### src/rtl/xc_sched_pkg.sv
// xc_sched_pkg: shared FSM state type and default sizing for xc_scheduler
package xc_sched_pkg;
  localparam int DEF_MUX_LINES = 4;
  localparam int DEF_LEN_WIDTH = 24;
  localparam int DEF_SETTLE_CYCLES = 8;
  typedef enum logic [2:0] {IDLE, SETTLE, INTEGRATE, READOUT, ADVANCE} state_t;
endpackage

### src/rtl/xc_rr_pick.sv
// xc_rr_pick: next set mask bit strictly above cur, wrapping round-robin (cur itself last)
module xc_rr_pick #(
  parameter int N = 4,
  parameter int IW = $clog2(N)
) (
  input  logic [N-1:0]  mask,
  input  logic [IW-1:0] cur,
  output logic [IW-1:0] nxt,
  output logic          valid
);
  logic [IW-1:0] j;
  // scan offsets from farthest to nearest so the nearest set bit wins
  always_comb begin
    nxt = cur;
    valid = 1'b0;
    j = '0;
    for (int k = N; k >= 1; k--) begin
      j = IW'((int'(cur) + k) % N);
      if (mask[j]) begin
        nxt = j;
        valid = 1'b1;
      end
    end
  end
endmodule

### src/rtl/xc_scheduler.sv
// xc_scheduler: mux-group sequencer for the correlator; XC_SCHED_OVERRUN_EN enables sticky overrun detection
module xc_scheduler
  import xc_sched_pkg::*;
#(
  parameter int MUX_LINES = DEF_MUX_LINES,
  parameter int LEN_WIDTH = DEF_LEN_WIDTH,
  parameter int SETTLE_CYCLES = DEF_SETTLE_CYCLES
) (
  input  logic                         clk,
  input  logic                         reset_n,
  input  logic                         enable,
  input  logic                         sample_tick,
  input  logic [LEN_WIDTH-1:0]         integration_len,
  input  logic [MUX_LINES-1:0]         mux_mask,
  input  logic                         readout_ack,
  output logic [MUX_LINES-1:0]         mux_out,
  output logic                         integrating,
  output logic [$clog2(MUX_LINES)-1:0] window_index,
  output logic                         readout_req,
  output logic                         overrun
);
  localparam int IW = $clog2(MUX_LINES);
  localparam int SW = $clog2(SETTLE_CYCLES) + 1;
  state_t state, next_state;
  logic [IW-1:0] next_idx, pick, pick_from;
  logic pick_valid, load;
  logic [SW-1:0] settle_cnt;
  logic [LEN_WIDTH-1:0] tick_cnt, len_last;
  // from IDLE the search starts above the top line so the lowest set bit is chosen
  assign pick_from = state == IDLE ? IW'(MUX_LINES - 1) : window_index;
  xc_rr_pick #(.N(MUX_LINES), .IW(IW)) u_pick (
    .mask(mux_mask),
    .cur(pick_from),
    .nxt(pick),
    .valid(pick_valid)
  );
  // next-state selection; group and length are captured only when entering SETTLE
  always_comb begin
    next_state = state;
    next_idx = window_index;
    load = 1'b0;
    if (!enable) next_state = IDLE;
    else
      case (state)
        IDLE, ADVANCE: begin
          next_state = pick_valid ? SETTLE : IDLE;
          next_idx = pick_valid ? pick : window_index;
          load = pick_valid;
        end
        SETTLE: next_state = settle_cnt == SW'(SETTLE_CYCLES - 1) ? INTEGRATE : SETTLE;
        INTEGRATE: next_state = sample_tick && tick_cnt == len_last ? READOUT : INTEGRATE;
        READOUT: next_state = readout_ack ? ADVANCE : READOUT;
        default: next_state = IDLE;
      endcase
  end
  // state, counters and outputs registered from the next state so outputs track state exactly
  always_ff @(posedge clk or negedge reset_n) begin
    if (!reset_n) begin
      state <= IDLE;
      window_index <= '0;
      mux_out <= '0;
      integrating <= 1'b0;
      readout_req <= 1'b0;
      settle_cnt <= '0;
      tick_cnt <= '0;
      len_last <= '0;
    end else begin
      state <= next_state;
      window_index <= next_idx;
      mux_out <= next_state == IDLE ? '0 : MUX_LINES'(1) << next_idx;
      integrating <= next_state == INTEGRATE;
      readout_req <= next_state == READOUT;
      settle_cnt <= state == SETTLE ? settle_cnt + SW'(1) : '0;
      tick_cnt <= state == INTEGRATE ? tick_cnt + LEN_WIDTH'(sample_tick) : '0;
      len_last <= load ? (integration_len == '0 ? '0 : integration_len - LEN_WIDTH'(1)) : len_last;
    end
  end
`ifdef XC_SCHED_OVERRUN_EN
  logic enable_q;
  // sticky flag for ticks lost while waiting on readout; a fresh enable rise clears it
  always_ff @(posedge clk or negedge reset_n) begin
    if (!reset_n) begin
      enable_q <= 1'b0;
      overrun <= 1'b0;
    end else begin
      enable_q <= enable;
      overrun <= (enable && !enable_q) ? 1'b0 : overrun | (state == READOUT && sample_tick);
    end
  end
`else
  assign overrun = 1'b0;
`endif
endmodule

### config.mk
export PLATFORM = sky130hd
export DESIGN_NAME = xc_scheduler
export DESIGN_NICKNAME = d
export VERILOG_FILES = /design/src/rtl/xc_sched_pkg.sv /design/src/rtl/xc_rr_pick.sv /design/src/rtl/xc_scheduler.sv
export SDC_FILE = /design/constraint.sdc
export NUM_CORES = 1
export LEC_CHECK = 0
export CORE_MARGIN = 2
export CORE_UTILIZATION = 35
export DETAILED_ROUTE_END_ITERATION = 7
export GPL_TIMING_DRIVEN = 0
export PLACE_DENSITY = 0.64
export SLEW_MARGIN = 20
export SYNTH_ARGS = -nofsm -noshare
export SYNTH_HDL_FRONTEND = slang
export SYNTH_SLANG_ARGS = --single-unit
export TNS_END_PERCENT = 1
### constraint.sdc
create_clock -name clk -period 3 [get_ports clk]
set_input_delay 0.6 -clock clk [delete_from_list [all_inputs] [get_ports clk]]
set_output_delay 0.6 -clock clk [all_outputs]
set_load 0.005 [all_outputs]
==> run metrics <==
status=finished clean; max-cap violations=0; pwr dens=~480 mW/mm^2; Initial Util=0.3597; Lkg Pwr=between 1.5 and 2 nW; fin crit share=0.8484; Power Internal=approximately 0.0015 W; Tmin final=roughly 2.5 ns; setup slack after layout=roughly 0.45 ns; TritonCTS clock tree=built; Fin Clk Skew=between 0.007 and 0.008 ns; Final setup viols=0; worst setup path class=in -> reg; fraction of registers with async set/reset=1.000; RSZ-0062 raised after global routing=no; WL final=approximately 7600 um; max-slew violations=0; Worst-path clk slew=~0.070 ns; Synth cell types=between 50 and 60; crit path cell chain=clkdlybuf4s50_1, ha_1, ha_1, nand3_1, nor3_1, nand4_1, xor2_1, nor2_1; Synth Register Bits=63; vias per inst=4.962; gr ovfl total=0; Setup Buffers After CTS=0; Slew headroom=0.4223; largest net degree at the start of global routing=just under 50; Post-Syn Area=around 0.0035 sq mm; Total Power=between 0.002 and 0.0025 W; CTS root buf=clkbuf_8; CP Data Arrival Time=around 2.8 ns; vias in the first global route=between 2000 and 3000; warnings from Yosys=0; Hold Crit Class=in -> async; Hold Vio Cnt, Final=0; core area=roughly 0.0098 sq mm; CP required=around 3.2 ns; CP endpoint kind=register; global router's overall resource usage=0.1463; post-cts sizing count=0; first-pass GRT wire length=between 10000 and 15000 um; CP peak stage delay=roughly 0.63 ns; most frequent CP cell=ha_1; Post-synth EDFFs=0; Worst-Skew Late Latency=about 0.34 ns; average size of a mapped cell=approximately 9.5 sq um; nets@finish=roughly 460; Slew @ Worst Pin=roughly 0.86 ns; gpl congestion=between 0.8 and 0.9; Startpoint Class=input port; Vias=2774; DRT iter0 DRCs=~140; Post-DRT Antenna Nets=0; setup_tns=0 ns; Post-Syn Instances=370; sw power=around 0.00055 W; Clock Path Buffers=2; CP max-delay cell=nor3_1; share of cells above drive strength 1=0.08920; initial antenna violation count=0; overall die height=roughly 100 um; num rows=36; Die X=~100 um; Routed WL per cell=13.60 um; port bufs=40; P&R area growth vs syn=22.42%; IO Pins=42; Max Fanout on Critical Path=6; Placement Setup Slack=~0.10 ns; Post-Layout Cell Count=roughly 560; worst vdd ir=roughly 0.16 mV; syn nets=between 400 and 500; number of H-tree levels=3; Max Clk Rate=~0.39 GHz; switching part of the total=0.2649; most common cell after layout, fill and taps aside=dfrtp_1; combinational share of power=0.166; Most used DFF post-synth=dfrtp_1; cts bufs inserted=9; Clock power frac=0.358; Seq/Total Area, Yosys=0.4484; ant diodes=0; clk sinks=63; residual DRC count=0; Die ar.=roughly 0.011 sq mm; Placed Cells=544; most frequent cells in the layout=dfrtp_1, nor2_1, clkdlybuf4s50_1; sequential share of power=0.475; DRT Pass-1 Iters=4; HPWL Detailed=between 5000 and 6000 um; hold buffer count at CTS=0
==> metrics by stage <==
stage | util | hold WS [ns] | cell area, sq um
floorplan | - | 0.3044 | 3516
global placement | 0.4177 | 0.4497 | 4083
finish | 0.4403 | 0.1122 | 4304
detailed placement | 0.4203 | 0.4620 | 4108
CTS | 0.4403 | 0.1064 | 4304
global route | 0.4403 | 0.1173 | 4304
==> sequential cells by signal, indices dropped and copies added, names as in the netlist <==
signal / cells
integrating: 1
len_last: 24
mux_out: 4
readout_req: 1
settle_cnt: 4
state: 3
tick_cnt: 24
window_index: 2
==> metal layers <==
metal	share of wire	wire length, um	GRT usage	vias to the layer above
li1	-	-	-	1394
met1	0.49	3714	0.1905	1327
met2	0.47	3565	0.2326	41
met3	0.023	174	0.02318	12
met4	0.019	146	0.08108	0
met5	0	0	0	-
==> power groups by stage <==
stage	clock network [W]	logic, W	registers [W]
after floorplan	0	0.000187	0.000983
after global placement	0	0.000336	0.000994
after detailed placement	0	0.000348	0.000999
after CTS	0.000756	0.000349	0.000982
after global routing	0.000791	0.000381	0.000993
final	0.000741	0.000344	0.000982
==> cell type report <==
type | instances | area, sq um
buffer | 10 | 46.29
clock buffer | 11 | 151.4
clock inverter | 4 | 45.04
fill | 960 | 5470
inverter | 8 | 30.03
multi-input combinational | 289 | 1863
sequential | 63 | 1577
tap | 133 | 166.4
timing repair buffer | 41 | 425.4
==> cell families (layout without fill, tap and decap cells) <==
group | after synthesis | in the layout | share of synthesized area
and+or+nand+nor | 172 | 172 | 0.2580
DFF | 63 | 63 | 0.4484
xor gates and xnor gates | 62 | 62 | 0.1544
AOI/OAI and AO/OA | 47 | 47 | 0.09360
buffers and inverters | 18 | 74 | 0.02170
adders and majority gates | 4 | 4 | 0.01424
muxes | 3 | 3 | 0.008541
other | 1 | 1 | 0.001067
==> cell usage after synthesis, types with 3 or more instances <==
master / number / area share
xnor2_1: 36 / 0.090
o31ai_1: 10 / 0.021
and2_1: 3 / 0.0053
mux2i_1: 3 / 0.0085
nand4_1: 11 / 0.020
nor2b_1: 7 / 0.012
inv_1: 8 / 0.0085
ha_1: 4 / 0.014
nand2_1: 38 / 0.041
a31oi_1: 4 / 0.0071
dfrtp_1: 63 / 0.45
clkbuf_1: 4 / 0.0043
or4_1: 3 / 0.0064
and3_1: 7 / 0.012
nor2_1: 50 / 0.053
o21ai_0: 13 / 0.019
nor4_1: 6 / 0.011
nand3_1: 14 / 0.020
and4_1: 3 / 0.0075
or3_1: 3 / 0.0053
nor3_1: 10 / 0.014
xor2_1: 26 / 0.065
a21oi_1: 5 / 0.0071
buf_2: 3 / 0.0043
==> worst max-delay path, delay by kind of cell <==
kind	cells	cell delay, ns
adder cells (fa/ha/maj)	2	0.41
AND/OR/NAND/NOR	4	1.08
XOR/XNOR	1	0.16
buffers and inverters	1	0.52
==> final timing paths <==
kind                                from               to  slack, ns  cells past startpoint
setup / recovery             sample_tick     tick_cnt[22]       0.45                      8
min in group clk           settle_cnt[0]    settle_cnt[0]       0.47                      1
hold reg to reg            settle_cnt[0]    settle_cnt[0]       0.47                      1
setup reg to reg             tick_cnt[0]     tick_cnt[22]       0.88                      7
max in group asynchronous        reset_n      tick_cnt[5]       2.38                      2
hold / removal                   reset_n  window_index[0]       0.11                      1
No activity file was read; power rests on OpenSTA's default activity.
